==> src/rtl/add_share_arb_pkg.sv <==
`default_nettype none
// ============================================================================
// Module   : add_share_pkg
// Brief    : Shared types and default sizes for the add_share_arb block.
// Revision : 1.0
// ============================================================================
package add_share_pkg;

  localparam int c_N_REQ = 4;
  localparam int c_W     = 8;
  localparam int c_IDW   = $clog2(c_N_REQ);

  typedef enum logic [1:0] {
    IDLE  = 2'd0,
    RUN   = 2'd1,
    DRAIN = 2'd2
  } state_t;

  // One pipeline slot; field widths follow the package defaults above.
  typedef struct packed {
    logic [c_IDW-1:0] id;
    logic [c_W-1:0]   data;
  } entry_t;

endpackage
`default_nettype wire

==> src/rtl/add_share_arb_rr_arbiter.sv <==
`default_nettype none
// ============================================================================
// Module   : rr_arbiter
// Brief    : Combinational round-robin pick: first valid index at or after ptr.
// Revision : 1.0
// ============================================================================
module rr_arbiter
  import add_share_pkg::*;
#(
  parameter int N_REQ = c_N_REQ,
  parameter int IDW   = $clog2(N_REQ)
) (
  input  logic [N_REQ-1:0] req,
  input  logic [IDW-1:0]   ptr,
  input  logic             advance,
  output logic [N_REQ-1:0] grant,
  output logic [IDW-1:0]   idx
);

  localparam int c_CW = IDW + 1;

  logic [c_CW-1:0] w_cand;
  logic            w_found;

  // Walk the request vector starting at ptr, wrapping modulo N_REQ.
  always_comb begin
    idx     = '0;
    w_found = 1'b0;
    w_cand  = '0;
    for (int k = 0; k < N_REQ; k++) begin
      w_cand = {1'b0, ptr} + c_CW'(k);
      if (w_cand >= c_CW'(N_REQ)) begin
        w_cand = w_cand - c_CW'(N_REQ);
      end
      if (!w_found && req[w_cand[IDW-1:0]]) begin
        w_found = 1'b1;
        idx     = w_cand[IDW-1:0];
      end
    end
  end

  assign grant = (w_found && advance) ? (N_REQ'(1) << idx) : '0;

endmodule
`default_nettype wire

==> src/rtl/add_share_arb.sv <==
`default_nettype none
// ============================================================================
// Module   : add_share_arb
// Brief    : Round-robin shared two-stage add/pass datapath with tagged
//            responses. Define ADD_SHARE_ARB_SAT_EN for saturating adds.
// Revision : 1.0
// ============================================================================
module add_share_arb
  import add_share_pkg::*;
#(
  parameter int N_REQ = c_N_REQ,
  parameter int W     = c_W,
  parameter int IDW   = $clog2(N_REQ)
) (
  input  logic               clk,
  input  logic               rst,
  input  logic               en,
  input  logic [N_REQ-1:0]   req_valid,
  output logic [N_REQ-1:0]   req_ready,
  input  logic [N_REQ-1:0]   req_op,
  input  logic [N_REQ*W-1:0] req_a,
  input  logic [N_REQ*W-1:0] req_b,
  output logic               rsp_valid,
  input  logic               rsp_ready,
  output logic [IDW-1:0]     rsp_id,
  output logic [W-1:0]       rsp_data,
  output logic               busy
);

  state_t           r_state;
  state_t           w_state_nxt;
  logic [IDW-1:0]   r_rr_ptr;
  logic             r_s1_full;
  logic             r_s2_full;
  entry_t           r_s1;
  entry_t           r_s2;

  logic             w_s2_take;
  logic             w_advance;
  logic             w_xfer;
  logic [N_REQ-1:0] w_req;
  logic [N_REQ-1:0] w_grant;
  logic [IDW-1:0]   w_idx;
  logic [W-1:0]     w_a;
  logic [W-1:0]     w_b;
  logic [W-1:0]     w_add;
  logic [W-1:0]     w_result;

  // Stage 2 can accept when it is empty or its entry leaves this cycle.
  assign w_s2_take = !r_s2_full || rsp_ready;
  assign w_advance = !r_s1_full || !r_s2_full || rsp_ready;
  assign w_req     = (r_state == RUN) ? req_valid : '0;

  rr_arbiter #(
    .N_REQ (N_REQ),
    .IDW   (IDW)
  ) u_arb (
    .req     (w_req),
    .ptr     (r_rr_ptr),
    .advance (w_advance),
    .grant   (w_grant),
    .idx     (w_idx)
  );

  assign req_ready = w_grant;
  assign w_xfer    = |w_grant;
  assign w_a       = req_a[w_idx*W +: W];
  assign w_b       = req_b[w_idx*W +: W];

`ifdef ADD_SHARE_ARB_SAT_EN
  logic [W:0] w_sum;
  assign w_sum = {1'b0, w_a} + {1'b0, w_b};
  assign w_add = w_sum[W] ? {W{1'b1}} : w_sum[W-1:0];
`else
  assign w_add = w_a + w_b;
`endif

  assign w_result = req_op[w_idx] ? w_add : w_a;

  always_comb begin
    w_state_nxt = r_state;
    case (r_state)
      IDLE:    if (en) w_state_nxt = RUN;
      RUN:     if (!en) w_state_nxt = DRAIN;
      DRAIN: begin
        if (en) begin
          w_state_nxt = RUN;
        end else if (!r_s1_full && !r_s2_full) begin
          w_state_nxt = IDLE;
        end
      end
      default: w_state_nxt = IDLE;
    endcase
  end

  always_ff @(posedge clk or posedge rst) begin
    if (rst) begin
      r_state   <= IDLE;
      r_rr_ptr  <= '0;
      r_s1_full <= 1'b0;
      r_s2_full <= 1'b0;
      r_s1      <= '0;
      r_s2      <= '0;
    end else begin
      r_state <= w_state_nxt;

      if (w_xfer) begin
        r_rr_ptr  <= (w_idx == IDW'(N_REQ - 1)) ? '0 : w_idx + IDW'(1);
        r_s1_full <= 1'b1;
        r_s1.id   <= w_idx;
        r_s1.data <= w_result;
      end else if (w_s2_take) begin
        r_s1_full <= 1'b0;
      end

      // Stage 2 only reloads on a real entry so outputs hold otherwise.
      if (w_s2_take) begin
        r_s2_full <= r_s1_full;
        if (r_s1_full) begin
          r_s2 <= r_s1;
        end
      end
    end
  end

  assign rsp_valid = r_s2_full;
  assign rsp_id    = r_s2.id;
  assign rsp_data  = r_s2.data;
  assign busy      = (r_state != IDLE) || r_s1_full || r_s2_full;

endmodule
`default_nettype wire

==> config.mk <==
export PLATFORM = sky130hd
export DESIGN_NAME = add_share_arb
export DESIGN_NICKNAME = d
export VERILOG_FILES = /design/src/rtl/add_share_arb_pkg.sv /design/src/rtl/add_share_arb_rr_arbiter.sv /design/src/rtl/add_share_arb.sv
export SDC_FILE = /design/constraint.sdc
export NUM_CORES = 1
export LEC_CHECK = 0
export BUFFER_PORTS_ARGS = -buffer_cell sky130_fd_sc_hd__buf_2
export CAP_MARGIN = 20
export CELL_PAD_IN_SITES_DETAIL_PLACEMENT = 1
export CELL_PAD_IN_SITES_GLOBAL_PLACEMENT = 1
export CORE_ASPECT_RATIO = 0.8
export CORE_MARGIN = 3
export CORE_UTILIZATION = 30
export CTS_CLUSTER_DIAMETER = 120
export DETAILED_ROUTE_END_ITERATION = 7
export GPL_TIMING_DRIVEN = 0
export PLACE_DENSITY = 0.74
export SLEW_MARGIN = 20
export SYNTH_ARGS = -nofsm -noshare
export SYNTH_HDL_FRONTEND = slang
export SYNTH_SLANG_ARGS = --single-unit
==> constraint.sdc <==
create_clock -name clk -period 4.4 [get_ports clk]
set_input_delay 0.22 -clock clk [delete_from_list [all_inputs] [get_ports clk]]
set_output_delay 0.22 -clock clk [all_outputs]
set_load 0.005 [all_outputs]
==> results of run 1 <==
critical path, stage by stage (launching register included):
cell and delay [ps]:
dfrtp_1 410, nand2b_4 180, a211o_1 280, or2_1 200, buf_2 160, inv_2 70
buf_2 250, clkbuf_4 260, clkbuf_4 260, a211oi_1 60, a21oi_1 140, ha_1 230
a211oi_1 100, nor2_1 200, o31a_1 170, o21ai_0 90, o311ai_1 310, xnor2_1 150
or4b_1 480, nand3_1 90
sequential cells by signal (all words and copies together), names as in the netlist:
signal	count
r_rr_ptr	2
r_s1	10
r_s1_full	1
r_state	2
rsp_data	8
rsp_id	2
rsp_valid	1
layer usage:
metal / vias up / share of wire
li1: 1008 / -
met4: 0 / 0.0062
met3: 2 / 0.065
met5: - / 0
met2: 61 / 0.46
met1: 918 / 0.47
where the power goes:
part	total, mW	internal (mW)	switching (mW)
Clock	0.149	0.0797	0.0689
Combinational	0.720	0.352	0.368
Sequential	0.406	0.339	0.0674
Total	1.28	0.771	0.504
layout by cell type, fill, tap and decap left out, drive strengths merged, types with 2 or more instances in the layout:
master	netlist	routed
a211oi	13	13
a21oi	19	19
nor2b	13	13
clkbuf	2	8
nand2b	2	2
o21ai	15	15
mux2i	29	29
nor2	7	7
buf	10	100
nand2	16	16
xnor2	5	5
ha	11	11
or4	2	2
and2	4	4
inv	9	9
dfrtp	26	26
a311oi	2	2
xor2	4	4
mux2	13	13
a21o	2	2
o31a	2	2
nand3	2	2
logic make-up (layout without fill, tap and decap cells):
logic type / after synthesis / count (layout) / share of synthesized area
fa+ha+maj: 12 / 12 / 0.07473
simple gates: 51 / 51 / 0.1346
compound gates: 63 / 63 / 0.1898
mux: 42 / 42 / 0.2070
buf+inv: 21 / 117 / 0.04804
flops: 26 / 26 / 0.3084
xor+xnor: 9 / 9 / 0.03736
final timing paths:
kind / slack [ps] / cells after the start / endpoint / from
min in group asynchronous: 160 / 2 / r_state[1]$_DFFE_PP0P_ / rst
setup / recovery: 250 / 19 / r_s1[7]$_DFFE_PP0P_ / r_state[1]$_DFFE_PP0P_
hold reg to reg: 500 / 1 / rsp_data[1]$_DFFE_PP0P_ / rsp_data[1]$_DFFE_PP0P_
setup reg to reg: 250 / 19 / r_s1[7]$_DFFE_PP0P_ / r_state[1]$_DFFE_PP0P_
max in group asynchronous: 3610 / 2 / r_rr_ptr[1]$_DFFE_PP0P_ / rst
hold / removal: 110 / 2 / r_state[1]$_DFFE_PP0P_ / en
per-stage QoR:
step / cell area (µm²) / hold WS (ps) / setup TNS, ps / setup WS, ps
floorplan: 2110 / 260.0 / 0 / 518.4
global placement: 2670 / 385.7 / -39.73 / -39.73
detailed placement: 2678 / 393.6 / -226.4 / -221.0
CTS: 2744 / 108.6 / 0 / 15.43
global route: 2784 / 102.6 / 0 / 14.58
finish: 2784 / 106.6 / 0 / 246.0
layout make-up:
class	instances	share of cell area
Sequential cell	26	0.2342
Timing Repair Buffer	92	0.1663
Clock buffer	4	0.01978
Tap cell	84	0.03775
Multi-Input combinational cell	177	0.4989
Buffer	12	0.03101
Inverter	9	0.01213
timing repair:
action,4_1_cts,5_1_grt
setup endpoints to repair,2,2
hold buffers,0,0
setup buffers,1,0
resized for setup,2,12
endpoints found under the hold margin,0,0
pin swaps,1,0
==> results.json, run 1 <==
{
  "leakage_nw": 1.329,
  "synth.avg_cell_area_um2": 9.418,
  "gp_congestion": 0.7971,
  "peakVddDrop_v": 0.0001282,
  "grt_max_degree": 27,
  "synth.net_count": 312,
  "synth_top_area_share": 0.3084,
  "cp-end-kind": "register",
  "worst_pin_slew_ps": 942.9,
  "antennaDiodeCount": 0,
  "die_w_um": 99.76,
  "grtUsageMet1": 0.1828,
  "ys_ff_latch": 26,
  "dr.pass1.iters": 4,
  "maxSlewHeadroom": 0.3707,
  "wl_per_cell_um": 14.33,
  "yosys-top-cells-area": "dfrtp_1 31%, mux2i_1 14%, mux2_2 6.9%",
  "fin_util": 0.4216,
  "cts_tree": "yes",
  "async_flop_share": 1.000,
  "synth_area_mm2": 0.002110,
  "finalHoldViolations": 0,
  "slew_viol_final": 0,
  "ant_nets": 0,
  "rows": 26,
  "drt_iter0_markers": 30,
  "synth.distinct_cells": 43,
  "critPathArrivalTime_ps": 4360,
  "grt_usage": 0.1372,
  "area_delta_synth_final_pct": 31.97,
  "multi_input_area_mm2": 0.001389,
  "critPathRequiredTime_ps": 4600,
  "fillers": 798,
  "start_kind": "register",
  "clock_sinks": 26,
  "io_pins": 92,
  "synth-edff-count": 0,
  "die_y_um": 81,
  "core_area_mm2": 0.006604,
  "cts-root-buf": "clkbuf_8",
  "p_total_mw": 1.275,
  "antenna_found_initial": 0,
  "fmax_mhz": 240.7,
  "finClkSkew_ps": 6.862,
  "netlist_instances": 224,
  "dp_hpwl_mm": 4.988,
  "power_density_mw_per_mm2": 458.1,
  "dieArea_mm2": 0.008080,
  "post-route-drc-count": 0,
  "grt_remaining_overflow": 0,
  "path_class": "register to register",
  "seq_area_um2": 651.9,
  "dp.cells": 399,
  "gr-usage-met2": 0.2403,
  "synth_most_common_cell": "mux2i_1",
  "drv_cap": 0,
  "cts_buffer_depth": 2,
  "path_max_fanout": 11,
  "routed_via_density": 4.923,
  "vias": 1989,
  "hp-class": "input pin to register",
  "synth_common_cells": "29 x mux2i_1, 26 x dfrtp_1, 19 x a21oi_1, 16 x nand2_1, 15 x o21ai_0",
  "finalNonFillerCells": 404,
  "setup_viol": 0,
  "ys_seq_area_frac": 0.3084,
  "synth_warnings": 0,
  "status": "finished, final reports clean",
  "drive_above_1_share": 0.4031,
  "grt_pass1_wl_mm": 9.177,
  "nNetsFinal": 409,
  "rsz0062_at_grt": "false",
  "cts_max_level": 1,
  "io_buffers": 91,
  "cts_buffers": 3,
  "gr-usage-met3": 0.01631,
  "min_period_over_period": 0.9441,
  "post-synth-top-area-cell": "dfrtp_1",
  "ys.flop_type": "dfrtp_1",
  "start_util": 0.3194,
  "clock_latency_ps": 260,
  "min_period_ps": 4154,
  "wl_mm": 5.790,
  "path_clk_slew_ps": 90,
  "grt_pass1_vias": 2019,
  "grt_busiest_layer": "met2"
}
Note: power is estimated with default switching activity, not from simulation.
==> run 2: changes to the inputs <==
--- a/config.mk
+++ b/config.mk
@@ -19,4 +19,5 @@
 export SLEW_MARGIN = 20
 export SYNTH_ARGS = -nofsm -noshare
 export SYNTH_HDL_FRONTEND = slang
+export SYNTH_HIERARCHICAL = 1
 export SYNTH_SLANG_ARGS = --single-unit
==> run 2 against run 1 <==
- combinational power fell by 1%
- cell count decreased by 16%
- synthesized cell count decreased by 26%
- area after synthesis is 9.3% lower
- clock power about the same
- sequential share of layout area increased by 2.3 points
- register-to-register slack improved by 130 ps
- largest power group unchanged
- utilization shrank 0.29 points
- die area fell by 8.6%
- global-route usage up 0.34 points
- setup slack better by 130 ps
- power increased by 0.44%
==> results.json, run 2 <==
{
  "status": "finished, final reports clean",
  "drv_cap": 0,
  "ys.flop_type": "dfrtp_1",
  "clock_latency_ps": 260,
  "gp_congestion": 0.6922,
  "rows": 25,
  "dr.pass1.iters": 2,
  "hold_buffers": 0,
  "p_total_mw": 1.281,
  "stdcell_area_mm2": 0.002527,
  "path_max_fanout": 10,
  "synth.distinct_cells": 39,
  "core_area_mm2": 0.006037,
  "dp.cells": 338,
  "post-route-drc-count": 0,
  "cts_tree": "yes",
  "io_pins": 92,
  "grt_pass1_wl_mm": 8.369,
  "setup_tns_ps": 0,
  "area_delta_synth_final_pct": 32.03,
  "synth_warnings": 6,
  "die_w_um": 95.31,
  "async_flop_share": 1.000,
  "cts_setup_buffers": 0,
  "dp_hpwl_mm": 4.329,
  "cts-root-buf": "clkbuf_8",
  "wl_mm": 4.986,
  "setup_viol": 0,
  "routed_via_density": 4.903,
  "synth_area_mm2": 0.001914,
  "finalHoldViolations": 0,
  "die_y_um": 77.45,
  "power_density_mw_per_mm2": 506.8,
  "io_buffers": 91,
  "slew_viol_final": 0,
  "ys_seq_area_frac": 0.3399,
  "hp-class": "input pin to asynchronous set/reset pin",
  "leakage_nw": 1.226,
  "synth-edff-count": 0,
  "synth_most_common_cell": "dfrtp_1",
  "rsz0062_at_grt": "false",
  "clock_sinks": 26,
  "fillers": 688,
  "min_period_over_period": 0.9152,
  "netlist_instances": 166,
  "multi_input_area_mm2": 0.001206,
  "drive_above_1_share": 0.4846,
  "grt_remaining_overflow": 0,
  "ys_ff_latch": 26,
  "seq_area_um2": 650.6,
  "synth.avg_cell_area_um2": 11.53,
  "worst_pin_slew_ps": 912.9,
  "grt_usage": 0.1406,
  "start_util": 0.3171,
  "grt_pass1_vias": 1836,
  "dieArea_mm2": 0.007382,
  "critPathArrivalTime_ps": 4170,
  "top_register": "r_s1",
  "antenna_found_initial": 0,
  "path_clk_slew_ps": 90,
  "grt_max_degree": 27,
  "maxSlewHeadroom": 0.3876,
  "finClkSkew_ps": 2.441,
  "nNetsFinal": 346,
  "wl_per_cell_um": 14.62,
  "drt_iter0_markers": 34,
  "cp-end-kind": "register",
  "post-synth-top-area-cell": "dfrtp_1",
  "synth.net_count": 251,
  "critPathRequiredTime_ps": 4540,
  "peakVddDrop_v": 0.0001123,
  "placed_cell_area_mm2": 0.002471,
  "cts_buffer_depth": 2,
  "start_kind": "register",
  "synth_top_area_share": 0.3399,
  "yosys-top-cells-area": "dfrtp_1 34%, mux4_2 12%, mux4_1 9.6%",
  "layout.cells.most_common": "buf_2",
  "final_cell_mix": "93 x buf_2, 26 x dfrtp_1, 15 x nand2_1",
  "antennaDiodeCount": 0,
  "vias": 1672,
  "largest_reg_flops": 10,
  "fmax_mhz": 248.3,
  "synth_common_cells": "26 x dfrtp_1, 15 x nand2_1, 14 x mux2_2, 10 x mux4_2",
  "min_period_ps": 4027,
  "cts_buffers": 3,
  "ant_nets": 0,
  "cts_max_level": 1,
  "path_class": "register to register",
  "finalNonFillerCells": 341
}
-- run 2: cell count changes after synthesis, sizes merged, moves of 6 or more --
cell / previous run / this run
mux2i: 29 / 6
mux4: 0 / 17
a211oi: 13 / 1
a21oi: 19 / 9
nor2b: 13 / 3
buf: 10 / 4
-- run 2: metal layers --
metal / wire length (µm) / vias to the layer above / GRT usage
li1: - / 814 / -
met1: 2317 / 789 / 0.1895
met2: 2319 / 67 / 0.2383
met3: 319 / 2 / 0.02035
met4: 30 / 0 / 0.03026
met5: 0 / - / 0
-- run 2: power by group --
group / leakage [nW] / total [mW] / internal (mW) / switching, mW
sequential: 0.320 / 0.418 / 0.350 / 0.0675
combinational: 0.877 / 0.711 / 0.366 / 0.345
clock: 0.0288 / 0.152 / 0.0799 / 0.0724
total: 1.23 / 1.28 / 0.796 / 0.485
-- run 2: timing repair --
item	CTS	global route
gates resized for setup	0	2
endpoints found under the hold margin	0	0
endpoints found under the setup margin	0	1
-- run 2: stage by stage --
stage / hold slack (ps) / setup slack (ps) / utilization
floorplan: 260.0 / 826.7 / -
finish: 29.78 / 373.1 / 0.4187
detailed placement: 392.9 / 215.7 / 0.4093
global placement: 390.9 / 383.5 / 0.4093
global route: 89.89 / 4.744 / 0.4187
CTS: 100.9 / 186.6 / 0.4184
-- run 2: final timing paths --
| check | cells past startpoint | endpoint | from | slack (ps) |
|---|---|---|---|---|
| worst max-delay path | 15 | r_s1[7]$_DFFE_PP0P_ | r_state[0]$_DFFE_PP0P_ | 370 |
| worst min-delay path | 2 | rsp_data[3]$_DFFE_PP0P_ | rst | 30 |
| worst max register to register | 15 | r_s1[7]$_DFFE_PP0P_ | r_state[0]$_DFFE_PP0P_ | 370 |
| worst min register to register | 2 | r_s1[5]$_DFFE_PP0P_ | r_s1[5]$_DFFE_PP0P_ | 490 |
| max in group asynchronous | 2 | rsp_data[5]$_DFFE_PP0P_ | rst | 3940 |
| min in group clk | 2 | r_state[1]$_DFFE_PP0P_ | en | 110 |
-- run 2: final cells by class --
type                       count  share of cell area
inverter                       6            0.008911
tap                           81             0.04010
buffer                         6             0.01436
clock buffer                   4             0.02178
timing repair buffer          91              0.1802
sequential                    26              0.2574
multi-input combinational    127              0.4772
-- run 2: critical path, stage by stage, from the launching register on --
cell and delay [ps]:
dfrtp_1 410, nor2b_2 180, and2_1 210, mux2i_1 150, o22ai_1 140, nor2_1 220
buf_6 200, clkbuf_4 280, mux4_2 530, ha_1 350, a21oi_1 230, a211oi_1 140
or3_1 370, and3_1 190, xnor2_1 220, o21ai_1 80
-- run 2: kinds of logic (layout without fill, tap and decap cells) --
kind of cell | Yosys count | count (layout) | synth area share
and+or+nand+nor | 46 | 46 | 0.1216
muxes | 37 | 37 | 0.3275
AOI/OAI and AO/OA | 29 | 29 | 0.08955
DFF | 26 | 26 | 0.3399
buffers and inverters | 13 | 107 | 0.03137
adders and majority gates | 9 | 9 | 0.06275
xor gates and xnor gates | 6 | 6 | 0.02746
